$ cat src/rtl/ysyx_22051013_lsu.sv
// rtl/ysyx_22051013_lsu.sv - load/store stage between EXU and WBU with req/ack data-memory bus
module ysyx_22051013_lsu #(
    parameter int AW = 64,
    parameter int DW = 64
) (
    input  logic          clk,
    input  logic          rst,
    input  logic          ex_valid,
    output logic          ls_ready,
    input  logic [AW-1:0] ex_res,
    input  logic [DW-1:0] store_data,
    input  logic [3:0]    mem_op,
    input  logic [4:0]    ex_rd,
    input  logic          ex_rd_wen,
    output logic          mem_req,
    output logic          mem_we,
    output logic [AW-1:0] mem_addr,
    output logic [DW-1:0] mem_wdata,
    output logic [7:0]    mem_wmask,
    input  logic          mem_ack,
    input  logic [DW-1:0] mem_rdata,
    output logic          ls_valid,
    input  logic          wb_ready,
    output logic [DW-1:0] ls_res,
    output logic [4:0]    ls_rd,
    output logic          ls_rd_wen,
    output logic          ls_err
);

    typedef enum logic [1:0] {
        S_IDLE,
        S_MEM,
        S_HOLD
    } state_t;

    state_t        state;
    logic [3:0]    op_q;
    logic [2:0]    off_q;
    logic          rd_wen_q;

    logic          is_load;
    logic          is_store;
    logic [1:0]    sz;
    logic [2:0]    off;
    logic          misalign;
    logic [7:0]    wmask_n;
    logic          take;
    logic [DW-1:0] raw;
    logic [DW-1:0] ext;

    assign ls_ready = (state == S_IDLE) | ((state == S_HOLD) & wb_ready);
    assign take     = ex_valid & ls_ready;
    assign off      = ex_res[2:0];

    // sz: 0 byte, 1 half, 2 word, 3 double
    always_comb begin
        is_load  = (mem_op >= 4'd1) && (mem_op <= 4'd7);
        is_store = (mem_op >= 4'd8) && (mem_op <= 4'd11);
        case (mem_op)
            4'd1, 4'd5, 4'd8:  sz = 2'd0;
            4'd2, 4'd6, 4'd9:  sz = 2'd1;
            4'd3, 4'd7, 4'd10: sz = 2'd2;
            default:           sz = 2'd3;
        endcase
        case (sz)
            2'd0:    misalign = 1'b0;
            2'd1:    misalign = off[0];
            2'd2:    misalign = |off[1:0];
            default: misalign = |off;
        endcase
        case (sz)
            2'd0:    wmask_n = 8'h01 << off;
            2'd1:    wmask_n = 8'h03 << off;
            2'd2:    wmask_n = 8'h0F << off;
            default: wmask_n = 8'hFF;
        endcase
    end

    always_comb begin
        raw = mem_rdata >> {off_q, 3'b000};
        case (op_q)
            4'd1:    ext = {{(DW-8){raw[7]}}, raw[7:0]};
            4'd2:    ext = {{(DW-16){raw[15]}}, raw[15:0]};
            4'd3:    ext = {{(DW-32){raw[31]}}, raw[31:0]};
            4'd5:    ext = {{(DW-8){1'b0}}, raw[7:0]};
            4'd6:    ext = {{(DW-16){1'b0}}, raw[15:0]};
            4'd7:    ext = {{(DW-32){1'b0}}, raw[31:0]};
            default: ext = raw;
        endcase
    end

    always_ff @(posedge clk or negedge rst) begin
        if (!rst) begin
            state     <= S_IDLE;
            mem_req   <= 1'b0;
            mem_we    <= 1'b0;
            mem_addr  <= '0;
            mem_wdata <= '0;
            mem_wmask <= '0;
            ls_valid  <= 1'b0;
            ls_res    <= '0;
            ls_rd     <= '0;
            ls_rd_wen <= 1'b0;
            ls_err    <= 1'b0;
            op_q      <= '0;
            off_q     <= '0;
            rd_wen_q  <= 1'b0;
        end else begin
            case (state)
                S_MEM: begin
                    if (mem_ack) begin
                        mem_req   <= 1'b0;
                        state     <= S_HOLD;
                        ls_valid  <= 1'b1;
                        ls_res    <= op_q[3] ? '0 : ext;
                        ls_rd_wen <= rd_wen_q;
                    end
                end
                S_HOLD: begin
                    if (wb_ready && !ex_valid) begin
                        state    <= S_IDLE;
                        ls_valid <= 1'b0;
                    end
                end
                default: ;
            endcase
            // take only fires in IDLE/HOLD, so it never collides with the MEM branch
            if (take) begin
                ls_rd  <= ex_rd;
                ls_err <= 1'b0;
                if (!(is_load || is_store)) begin
                    state     <= S_HOLD;
                    ls_valid  <= 1'b1;
                    ls_res    <= ex_res;
                    ls_rd_wen <= ex_rd_wen;
                end else if (misalign) begin
                    state     <= S_HOLD;
                    ls_valid  <= 1'b1;
                    ls_err    <= 1'b1;
                    ls_res    <= '0;
                    ls_rd_wen <= 1'b0;
                end else begin
                    state     <= S_MEM;
                    ls_valid  <= 1'b0;
                    mem_req   <= 1'b1;
                    mem_we    <= is_store;
                    mem_addr  <= {ex_res[AW-1:3], 3'b000};
                    mem_wdata <= store_data << {off, 3'b000};
                    mem_wmask <= is_store ? wmask_n : 8'h00;
                    op_q      <= mem_op;
                    off_q     <= off;
                    rd_wen_q  <= is_load & ex_rd_wen;
                end
            end
        end
    end

endmodule
$ cat config.mk
export PLATFORM = sky130hd
export DESIGN_NAME = ysyx_22051013_lsu
export DESIGN_NICKNAME = d
export VERILOG_FILES = /design/src/rtl/ysyx_22051013_lsu.sv
export SDC_FILE = /design/constraint.sdc
export NUM_CORES = 1
export LEC_CHECK = 0
export ABC_AREA = 1
export BUFFER_PORTS_ARGS = -buffer_cell sky130_fd_sc_hd__buf_2
export CAP_MARGIN = 20
export CORE_MARGIN = 10
export CORE_UTILIZATION = 50
export CTS_BUF_LIST = sky130_fd_sc_hd__clkbuf_16
export DETAILED_ROUTE_END_ITERATION = 16
export GPL_TIMING_DRIVEN = 0
export PLACE_DENSITY = 0.78
export SYNTH_ARGS = -nofsm -noshare
export SYNTH_HDL_FRONTEND = slang
export SYNTH_SLANG_ARGS = --single-unit
$ cat constraint.sdc
create_clock -name clk -period 4.34 [get_ports clk]
set_input_delay 0.868 -clock clk [delete_from_list [all_inputs] [get_ports clk]]
set_output_delay 0.868 -clock clk [all_outputs]
set_load 0.02 [all_outputs]
==> summary by stage <==
Yosys
The largest family of logic cells by synthesized area is simple AND/OR/NAND/NOR gates. The synthesized netlist devotes 0% of its cell area to XOR and XNOR gates. The number of warnings reported in the yosys synthesis log is 0. The synthesized design devotes to its leading area cell type about two fifths of total area.

Of the total synthesized cell area, the portion taken by AND, OR, NAND and NOR gates is 35.1%. The synthesized design contains ~220 register bits. In this run, synthesis inferred 0 flip-flops with an integrated enable. The portion of netlist area occupied by mux cells is 0.310%. The adder and majority gate portion of the synthesized area is 0.776%. Dividing the synthesized area by the synthesized cell count gives approximately 6.8 um2. Summing the areas of all compound-gate instances in the mapped netlist gives 15.1% of the synthesized area. The number of distinct standard cells referenced by the synthesized netlist is 39. The cell count after synthesis came out at around 1,900.

In the synthesized netlist the dominant register cell turns out to be sky130_fd_sc_hd__dfrtp_1. For this run, the register share of the synthesized area comes to 41.9%. The async set or reset register ratio after synthesis is 100%. After synthesis the cells add up to 0.0129 mm2.

Summed over all instances, the cell type with the most area after synthesis is sky130_fd_sc_hd__dfrtp_1. Ranked by total cell area, the synthesized netlist is headed by sky130_fd_sc_hd__dfrtp_1 (42%), sky130_fd_sc_hd__nand2_1 (26%), sky130_fd_sc_hd__o21ai_0 (6.4%).

Worst setup path
Data on the critical path is required at its endpoint by 4.74 ns. The reg-to-reg startpoint is off_q[1]. Across all register-to-register paths, the minimum setup slack is between 1.5 and 2 ns. Of all nets on the critical path, the largest fanout is 8. Walking the worst path, the cells encountered are buf_2, inv_1, ha_1, nand2_1, a21boi_0, inv_1, ha_1, a21oi_1, nand2_1, nand2_1, nand2_2, nand2_1, inv_1, o21ai_0, o21ai_0. The largest incremental delay on the critical path is roughly 0.54 ns.

The setup path with the least slack is of type primary input to flop. The critical path's slowest cell is sky130_fd_sc_hd__a21boi_0. The worst endpoint data arrival time is between 3 and 4 ns. The kind of end point of the critical path is a flop.

Counting stages on the worst path, the most repeated cell is sky130_fd_sc_hd__nand2_1. The worst setup path is launched from a primary input. The worst setup path startpoint is mem_op[0]. The end of the worst register-to-register path is ls_res[3]. The depth of the worst register-to-register path is 9.

Global routing
The first global-routing pass estimated a little over 90 mm of wire. The number of antenna violations at the first check in global routing came to 6. The via count of the first global-routing pass came to roughly 15,000. Summed over all layers, the global routing overflow is 0. Entering global routing, the biggest net connects about 120 pins. The overall fraction of global-route tracks in use is between 30% and 40%.

Placement
Input and output buffers added on the ports amount to 412. After legalization and detailed placement, the total HPWL measured 47.7 mm. The final RePlAce weighted congestion is around 1.0.

The standard cell area after detailed placement is roughly 0.015 mm2.

CTS
The number of buffers added by the clock tree synthesis step is 24. In this run the number of H-tree levels came out at 1. The root cell of the clock tree is sky130_fd_sc_hd__clkbuf_16. The number of hold-repair buffers added at the cts stage is 0.

The count of cells resized by post-cts repair is 0. The buffer levels on the longest clock path is 3. After clock tree synthesis, the clock-pin slew on the worst setup and hold paths is approximately 0.060 ns. The clock sink total is 216.

The TritonCTS clock tree is yes. The post-CTS setup buffer count is 0. The later-pin clock latency in the skew report is 0.52 ns.

Drt
After the first detailed-routing iteration, the DRC count stood at 1,805. The number of vias after detailed routing is around 15,000. The remaining design rule violation count is 0. For this block, the routed nets add up to 59.8 mm of wire.

The detail-routed via count per cell is approximately 5.8. The first detailed-routing pass took 5 iterations. The detail route stage leaves a number of antenna-violating nets equal to 0. The detailed-route wire length per cell is roughly 22 um.

Cells and area
The share of post-route cells with drive strength above 1 is between 20% and 30%. In the layout the commonest cells are sky130_fd_sc_hd__nand2_1 (896), sky130_fd_sc_hd__buf_2 (456), sky130_fd_sc_hd__dfrtp_1 (216). The library cell used most frequently in the layout, excluding fill and tap cells, is sky130_fd_sc_hd__nand2_1. Across the whole layout, storage elements account for about 0.0054 mm2. Summing all multi-input logic gate instances after layout gives 0.00662 mm2. The layout net count is about 2,500. After filler insertion, the fill cell instance count of the layout stands at 2,386.

The area added between synthesis and finish is 25.3%. After routing the design area is approximately 0.016 mm2.

Pwr
The power spent charging and discharging nets is between 0.001 and 0.0015 W. The clock network burns between 30% and 40% of the power. VDD sags by at most 0.000273 V. The sequential fraction of design power is 42.9%. The internal portion of the total power is about 0.0034 W. For this design the static power due to leakage is 9.41 nW. The share of power burned in combinational logic is approximately 18%. The total power density per cell area is 302 mW/mm2. The share of total power consumed by net switching is about 30%.

STA
The number of slew-limit violations in the final report is 0. Setup violations remaining at the end of the flow were counted as 0. The count of endpoints failing hold in the final timing report is 0. Derived from the worst setup path, the maximum achievable clock frequency is about 0.31 GHz. Clock skew on the completed layout was measured at ~0.011 ns. The final worst hold slack is roughly 0.34 ns.

The worst relative slew slack is about half. Setup repair after global routing left no endpoint under its margin. For the finished layout, the period the worst path requires is 3.25 ns. Of the available clock period, the critical path in the final layout requires approximately 75%.

For the pin with the worst max-slew slack, the measured transition is around 0.74 ns.

Worst hold path
The min-delay analysis places its worst path in the category primary input to async pin.

Die
The overall die width is around 180 um. The core region is between 0.02 and 0.03 mm2. Once the floorplan was initialized, standard cells occupied around half of the core. The floorplan has 58 rows. The die covers about 0.033 mm2. The die extent in y is between 150 and 200 um.

The number of placed I/O pins is approximately 420.

Run
The tool flagged a number of max-cap violations equal to 0.

Status
The run finished with clean final reports.
power by group through the flow:
stage	registers [W]	clock network (W)	logic, W
2_1_floorplan	0.00219	0	0.000363
3_3_place_gp	0.00213	0	0.000822
3_5_place_dp	0.00213	0	0.000827
4_1_cts	0.00209	0.00194	0.000831
5_1_grt	0.00210	0.00202	0.000919
6_report	0.00210	0.00193	0.000852
metal layers:
metal  vias up  share of wire [%]  track usage [%]
li1       7002                  -                -
met1      7292                 38             43.2
met2       959                 46             57.1
met3       170                 11             9.52
met4         6                4.5             13.9
met5         -              0.077                0
synth_stat cells (all sizes together) (5+ instances only):
cell,instances
or2,13
o21ai,173
o211ai,26
o21a,14
ha,8
o31ai,31
inv,67
nand2,899
nand3,146
nor2,59
a22oi,12
clkbuf,70
dfrtp,216
nand4,9
a21oi,57
buf,67
o32ai,5
layout make-up:
| type | count | area share [%] |
|---|---|---|
| antenna | 4 | 0.0619 |
| buffer | 137 | 3.83 |
| clock buffer | 25 | 3.87 |
| clock inverter | 17 | 0.650 |
| inverter | 68 | 1.61 |
| multi-input combinational | 1472 | 41.0 |
| sequential | 216 | 33.5 |
| tap | 330 | 2.56 |
| timing repair buffer | 413 | 13.0 |
worst max-delay path by stage:
stage | to | slack, ns | cells after the start
floorplan | mem_wdata[13] | 1.31 | 16
global placement | ls_res[51] | -1.24 | 1
detailed placement | ls_valid | 0.58 | 15
CTS | ls_res[49] | 1.13 | 15
global route | ls_res[56] | 0.81 | 15
finish | ls_valid | 1.09 | 15
critical path: cells and delay by family:
family                   cells  cell delay [ns]
AO/OA/AOI/OAI                4             0.98
buffers and inverters        4             0.59
adder cells (fa/ha/maj)      2             0.51
AND/OR/NAND/NOR              5             0.70
flip-flops by register name, indices dropped and copies added (netlist names):
| signal | cells |
|---|---|
| op_q | 4 |
| mem_addr | 61 |
| ls_rd_wen | 1 |
| mem_wmask | 8 |
| ls_res | 64 |
| ls_rd | 5 |
| ls_valid | 1 |
| state | 1 |
| mem_wdata | 64 |
| ls_err | 1 |
| rd_wen_q | 1 |
| mem_we | 1 |
| off_q | 3 |
| mem_req | 1 |
through the flow:
| step | utilization, % | power [W] | worst slack (ns) | instances | setup TNS [ns] |
|---|---|---|---|---|---|
| after detailed placement | 61.0 | 0.00296 | 0.578 | 2636 | 0 |
| after global routing | 64.0 | 0.00504 | 0.807 | 2680 | 0 |
| after CTS | 63.9 | 0.00487 | 1.13 | 2678 | 0 |
| final | 64.0 | 0.00488 | 1.09 | 2682 | 0 |
| after global placement | 60.9 | 0.00295 | -1.24 | 2635 | -260.64 |
| after floorplan | - | 0.00255 | 1.31 | 1893 | 0 |
cells by family (layout without fill, tap and decap cells):
group,after synthesis,after routing
DFF,216,216
buffers and inverters,205,660
muxes,4,4
AOI/OAI and AO/OA,327,327
and+or+nand+nor,1130,1130
adders and majority gates,8,8
other,1,7
Note: power is estimated with default switching activity, not from simulation.
